<file path="config.mk">
export PLATFORM = sky130hd
export DESIGN_NAME = regfile_ctrl_flat
export DESIGN_NICKNAME = d
export VERILOG_FILES = /design/src/rtl/regfile_ctrl_if.sv /design/src/rtl/regfile_ctrl.sv /design/src/flat_wrapper.sv
export SDC_FILE = /design/constraint.sdc
export NUM_CORES = 1
export LEC_CHECK = 0
export CORE_ASPECT_RATIO = 0.9
export CORE_MARGIN = 2
export CORE_UTILIZATION = 43
export DETAILED_ROUTE_END_ITERATION = 7
export PLACE_DENSITY = 0.9
export SLEW_MARGIN = 20
export SYNTH_ARGS = -nofsm -noshare
export SYNTH_HDL_FRONTEND = slang
export SYNTH_SLANG_ARGS = --single-unit
</file>
<file path="constraint.sdc">
create_clock -name clk -period 5.7 [get_ports clk]
set_input_delay 0.855 -clock clk [delete_from_list [all_inputs] [get_ports clk]]
set_output_delay 0.855 -clock clk [all_outputs]
set_load 0.05 [all_outputs]
</file>
<file path="src/rtl/regfile_ctrl_if.sv">
// Core, debug and register-file signal bundle around regfile_ctrl.
// master = core/debug/register-file side, slave = the controller.
interface regfile_ctrl_if;
   logic        cpu_wen;
   logic [5:0]  cpu_waddr;
   logic [31:0] cpu_wdata;
   logic [5:0]  cpu_raddr1;
   logic        cpu_stall;
   logic        rf_wen;
   logic [5:0]  rf_waddr;
   logic [31:0] rf_wdata;
   logic [5:0]  rf_raddr1;
   logic [31:0] rf_rdata1;
   logic        dbg_req;
   logic        dbg_we;
   logic [5:0]  dbg_addr;
   logic [31:0] dbg_wdata;
   logic        dbg_ack;
   logic [31:0] dbg_rdata;

   modport master (
      output cpu_wen, cpu_waddr, cpu_wdata, cpu_raddr1,
      output rf_rdata1,
      output dbg_req, dbg_we, dbg_addr, dbg_wdata,
      input  cpu_stall, rf_wen, rf_waddr, rf_wdata, rf_raddr1,
      input  dbg_ack, dbg_rdata
   );

   modport slave (
      input  cpu_wen, cpu_waddr, cpu_wdata, cpu_raddr1,
      input  rf_rdata1,
      input  dbg_req, dbg_we, dbg_addr, dbg_wdata,
      output cpu_stall, rf_wen, rf_waddr, rf_wdata, rf_raddr1,
      output dbg_ack, dbg_rdata
   );
endinterface

</file>
<file path="src/rtl/regfile_ctrl.sv">
// Register-file sequencer: post-reset clear, core pass-through, debug access.
// Define REGFILE_CTRL_INIT_EN to include the post-reset clear sequence.
module regfile_ctrl #(
   parameter int NUM_REGS = 64
) (
   input logic           clk,
   input logic           rst,
   regfile_ctrl_if.slave bus
);

   typedef enum logic [2:0] {
      INIT,
      IDLE,
      STALL,
      ACCESS,
      ACK
   } state_t;

   state_t      state;
   state_t      state_nxt;
   logic        stall_nxt;
   logic        init_done;
   logic [5:0]  cnt;
   logic        lat_we;
   logic [5:0]  lat_addr;
   logic [31:0] lat_wdata;
   logic        stall_q;
   logic [31:0] rdata_q;

`ifdef REGFILE_CTRL_INIT_EN
   localparam state_t     RST_STATE = INIT;
   localparam logic       RST_STALL = 1'b1;
   localparam logic [5:0] LAST      = 6'(NUM_REGS - 1);

   always_ff @(posedge clk or posedge rst) begin
      if (rst)
         cnt <= '0;
      else if (state == INIT)
         cnt <= cnt + 6'd1;
      else
         cnt <= '0;
   end

   assign init_done = (cnt == LAST);
`else
   localparam state_t RST_STATE = IDLE;
   localparam logic   RST_STALL = 1'b0;
   localparam int     unused_num_regs = NUM_REGS;

   assign cnt       = '0;
   assign init_done = 1'b1;
`endif

   always_ff @(posedge clk or posedge rst) begin
      if (rst) begin
         state   <= RST_STATE;
         stall_q <= RST_STALL;
      end else begin
         state   <= state_nxt;
         stall_q <= stall_nxt;
      end
   end

   // Debug fields are captured on the grant so later input changes are ignored
   always_ff @(posedge clk or posedge rst) begin
      if (rst) begin
         lat_we    <= 1'b0;
         lat_addr  <= '0;
         lat_wdata <= '0;
      end else if (state == IDLE && bus.dbg_req) begin
         lat_we    <= bus.dbg_we;
         lat_addr  <= bus.dbg_addr;
         lat_wdata <= bus.dbg_wdata;
      end
   end

   always_ff @(posedge clk or posedge rst) begin
      if (rst)
         rdata_q <= '0;
      else if (state == ACCESS && !lat_we)
         rdata_q <= bus.rf_rdata1;
   end

   always_comb begin
      state_nxt     = state;
      stall_nxt     = 1'b1;
      bus.rf_wen    = bus.cpu_wen;
      bus.rf_waddr  = bus.cpu_waddr;
      bus.rf_wdata  = bus.cpu_wdata;
      bus.rf_raddr1 = bus.cpu_raddr1;
      bus.dbg_ack   = 1'b0;
      unique case (state)
         INIT: begin
            bus.rf_wen   = 1'b1;
            bus.rf_waddr = cnt;
            bus.rf_wdata = '0;
            if (init_done) begin
               state_nxt = IDLE;
               stall_nxt = 1'b0;
            end
         end
         IDLE: begin
            stall_nxt = bus.dbg_req;
            if (bus.dbg_req)
               state_nxt = STALL;
         end
         STALL: begin
            bus.rf_wen = 1'b0;
            state_nxt  = ACCESS;
         end
         ACCESS: begin
            bus.rf_wen = lat_we;
            if (lat_we) begin
               bus.rf_waddr = lat_addr;
               bus.rf_wdata = lat_wdata;
            end else begin
               bus.rf_raddr1 = lat_addr;
            end
            state_nxt = ACK;
         end
         ACK: begin
            bus.rf_wen  = 1'b0;
            bus.dbg_ack = 1'b1;
            state_nxt   = IDLE;
            stall_nxt   = 1'b0;
         end
         default: begin
            bus.rf_wen = 1'b0;
            state_nxt  = RST_STATE;
         end
      endcase
   end

   assign bus.cpu_stall = stall_q;
   assign bus.dbg_rdata = rdata_q;

endmodule

</file>
<file path="src/flat_wrapper.sv">
// flat-port wrapper written by rule: the top's interface ports become plain ports
module regfile_ctrl_flat 
#(
   parameter int NUM_REGS = 64
)
  (clk, rst, bus_cpu_wen, bus_cpu_waddr, bus_cpu_wdata, bus_cpu_raddr1, bus_rf_rdata1, bus_dbg_req, bus_dbg_we, bus_dbg_addr, bus_dbg_wdata, bus_cpu_stall, bus_rf_wen, bus_rf_waddr, bus_rf_wdata, bus_rf_raddr1, bus_dbg_ack, bus_dbg_rdata);
  regfile_ctrl_if bus_i ();
  input logic clk;
  input logic rst;
  input wire logic [$bits(bus_i.cpu_wen)-1:0] bus_cpu_wen;
  input wire logic [$bits(bus_i.cpu_waddr)-1:0] bus_cpu_waddr;
  input wire logic [$bits(bus_i.cpu_wdata)-1:0] bus_cpu_wdata;
  input wire logic [$bits(bus_i.cpu_raddr1)-1:0] bus_cpu_raddr1;
  input wire logic [$bits(bus_i.rf_rdata1)-1:0] bus_rf_rdata1;
  input wire logic [$bits(bus_i.dbg_req)-1:0] bus_dbg_req;
  input wire logic [$bits(bus_i.dbg_we)-1:0] bus_dbg_we;
  input wire logic [$bits(bus_i.dbg_addr)-1:0] bus_dbg_addr;
  input wire logic [$bits(bus_i.dbg_wdata)-1:0] bus_dbg_wdata;
  output wire logic [$bits(bus_i.cpu_stall)-1:0] bus_cpu_stall;
  output wire logic [$bits(bus_i.rf_wen)-1:0] bus_rf_wen;
  output wire logic [$bits(bus_i.rf_waddr)-1:0] bus_rf_waddr;
  output wire logic [$bits(bus_i.rf_wdata)-1:0] bus_rf_wdata;
  output wire logic [$bits(bus_i.rf_raddr1)-1:0] bus_rf_raddr1;
  output wire logic [$bits(bus_i.dbg_ack)-1:0] bus_dbg_ack;
  output wire logic [$bits(bus_i.dbg_rdata)-1:0] bus_dbg_rdata;
  assign bus_i.cpu_wen = bus_cpu_wen;
  assign bus_i.cpu_waddr = bus_cpu_waddr;
  assign bus_i.cpu_wdata = bus_cpu_wdata;
  assign bus_i.cpu_raddr1 = bus_cpu_raddr1;
  assign bus_i.rf_rdata1 = bus_rf_rdata1;
  assign bus_i.dbg_req = bus_dbg_req;
  assign bus_i.dbg_we = bus_dbg_we;
  assign bus_i.dbg_addr = bus_dbg_addr;
  assign bus_i.dbg_wdata = bus_dbg_wdata;
  assign bus_cpu_stall = bus_i.cpu_stall;
  assign bus_rf_wen = bus_i.rf_wen;
  assign bus_rf_waddr = bus_i.rf_waddr;
  assign bus_rf_wdata = bus_i.rf_wdata;
  assign bus_rf_raddr1 = bus_i.rf_raddr1;
  assign bus_dbg_ack = bus_i.dbg_ack;
  assign bus_dbg_rdata = bus_i.dbg_rdata;
  regfile_ctrl #(.NUM_REGS(NUM_REGS)) u_core (.clk(clk), .rst(rst), .bus(bus_i));
endmodule
</file>
==> results.json <==
{
  "pre_cts_slack_ns": 2.36,
  "fin_area_um2": 5970,
  "htreeDepth": 3,
  "max_freq_ghz": 0.269,
  "final_util": 0.700,
  "max-cap-violations": 0,
  "dieArea_um2": 9510,
  "routedWlPerCell_um": 16.2,
  "hold_buffers": 0,
  "placementRows": 32,
  "avgSynthCellArea_um2": 12.1,
  "via_count": 3206,
  "cp_data_required_time_ns": 4.85,
  "final_nets": 619,
  "tightest_slew_ns": 0.949,
  "p_total_mw": 3.81,
  "crit_type": "reg -> out",
  "totalNegativeSetupSlack_ns": 0,
  "antenna_left": 0,
  "synth_top_area_share": 0.493,
  "dp_hpwl_um": 7410,
  "worst_slack_ns": 1.98,
  "stdcell_count": 624,
  "grt_pass1_vias": 3299,
  "cts.clk_slew.worst_paths_ns": 0.08,
  "cp_cell_sequence": "and3b_1 -> nor2b_4 -> mux2_4 -> clkdlybuf4s50_1",
  "outcome": "completed",
  "initial_core_util": 0.441,
  "rsz0062_at_grt": "no",
  "wirelength_um": 10100,
  "crit_path_start_kind": "flip-flop",
  "netlist_area_um2": 3760,
  "drive_above_1_share": 0.111,
  "dp.cells": 608,
  "synthTopCellsByArea": "dfrtp_1, mux2_1, a32oi_1, mux2_4, o21ai_0",
  "clockBufferDepth": 2,
  "area_delta_synth_final_pct": 58.7,
  "critPathSlowestCell": "clkdlybuf4s50_1",
  "whs_ns": 0.496,
  "cts-root-buf": "clkbuf_8",
  "drc": 0,
  "slowest_delay_ns": 0.80,
  "grtUsageTotal": 0.217,
  "syn_nets": 431,
  "powerDensity_nw_per_um2": 639,
  "io_buffers": 197,
  "cts_setup_buffers": 0,
  "synthCells": 312,
  "yosysSeqAreaShare": 0.500,
  "num_io_pins": 198,
  "drt-pass1-iter-count": 4,
  "cts_tree": "done",
  "drt-vias-per-instance": 5.14,
  "fill_cells": 637,
  "core_um2": 8530,
  "clkSinkCount": 75,
  "grt_max_degree": 76,
  "path_max_fanout": 17,
  "finalHoldViolCount": 0,
  "num_antenna_cells": 0,
  "ctsResizeCount": 0,
  "slew_viol_final": 0,
  "arrival_ns": 2.86,
  "antenna_found_initial": 0,
  "numCtsBuffers": 9,
  "grt_overflow_total": 0,
  "hold_path.class": "reg -> reg",
  "insertion_delay_ns": 0.33,
  "relSlewSlack": 0.367,
  "gp_congestion": 0.756,
  "ys_warn_count": 0,
  "die_height_um": 92.7,
  "die_x_um": 103,
  "finalCriticalPeriod_ns": 3.72,
  "worst_clock_skew_ns": 0.00899,
  "drt_iter0_drc": 84,
  "p_leak_nw": 2.48,
  "period_share": 0.652,
  "grt_pass1_wl_um": 16100,
  "critical_path.endpoint_type": "primary output",
  "ys_seq_elements": 75,
  "synth_cell_type_count": 24,
  "setup_viol": 0,
  "peakVddDrop_mv": 0.488,
  "place_area_um2": 5780,
  "synth_top_cell_by_area": "dfrtp_1"
}
==> critical path, delay by kind of cell (launching register included) <==
| kind | cells | cell delay, ns |
|---|---|---|
| flops | 1 | 0.64 |
| buf+inv | 1 | 0.80 |
| mux | 1 | 0.27 |
| simple gates | 2 | 0.79 |
==> cells in the mapped netlist <==
cell type,count
clkbuf_1,10
nor3b_1,1
a21oi_1,3
inv_1,40
and3b_1,2
nor2b_1,3
dfstp_2,1
nand3_1,1
buf_4,1
nor2b_4,1
o21ai_1,4
buf_6,5
and2_1,1
dfrtp_1,74
a32oi_1,38
mux2_4,20
mux2_2,8
nand2b_1,1
nor2_1,1
nand2_1,1
o21ai_0,36
buf_2,10
a21o_1,1
mux2_1,49
==> report_power, final <==
group          total, mW  switching, mW  internal, mW  leakage, nW
registers          0.978          0.170         0.808        0.890
logic               2.46           1.55         0.907         1.51
clock network      0.376          0.204         0.173       0.0815
total               3.81           1.92          1.89         2.48
==> worst paths after layout <==
| kind | start | end | slack, ns | cells past startpoint |
|---|---|---|---|---|
| max in group asynchronous | rst | u_core.lat_wdata[0] | 3.94 | 3 |
| min in group asynchronous | rst | u_core.bus.dbg_rdata[0] | 1.14 | 3 |
| worst min-delay path | u_core.lat_wdata[18] | u_core.lat_wdata[18] | 0.50 | 1 |
| worst min register to register | u_core.lat_wdata[18] | u_core.lat_wdata[18] | 0.50 | 1 |
| worst max-delay path | u_core.state[0] | bus_rf_raddr1[0] | 1.98 | 4 |
| worst max register to register | u_core.state[0] | u_core.bus.dbg_rdata[22] | 3.35 | 4 |
==> layer usage <==
layer | GRT usage | wire length [µm] | vias to the layer above
met5 | 0 | 0 | -
met4 | 0.0722 | 204 | 0
met3 | 0.0566 | 872 | 17
met2 | 0.373 | 5020 | 150
met1 | 0.261 | 4000 | 1536
li1 | - | - | 1503
==> registers in the layout, indices dropped and copies added, names as in the netlist <==
signal / flops
u_core.bus.cpu_stall: 1
u_core.bus.dbg_rdata: 32
u_core.lat_addr: 6
u_core.lat_wdata: 32
u_core.lat_we: 1
u_core.state: 3
==> layout make-up <==
| class | instances | area, µm² | share of cell area |
|---|---|---|---|
| clock buffer | 10 | 138 | 0.0231 |
| clock inverter | 6 | 47.5 | 0.00797 |
| inverter | 40 | 151 | 0.0254 |
| multi-input combinational | 171 | 1590 | 0.266 |
| sequential | 75 | 1880 | 0.315 |
| tap | 119 | 149 | 0.0249 |
| timing repair buffer | 203 | 2020 | 0.338 |
==> logic make-up after synthesis <==
family,count (synthesis),synth area share
flip-flops,75,0.500
buffers and inverters,66,0.0802
AND/OR/NAND/NOR,12,0.0220
AO/OA/AOI/OAI,82,0.148
multiplexers,77,0.251
==> placed cells by master (no fill, tap or decap), drive strengths merged, types with 2 or more instances in the layout <==
master           n
a21oi            3
a32oi           38
and3b            2
buf              6
clkbuf          10
clkdlybuf4s50  197
clkinvlp         4
dfrtp           74
inv             41
mux2            77
nor2b            4
o21ai           40
(Power assumes the default switching activity.)
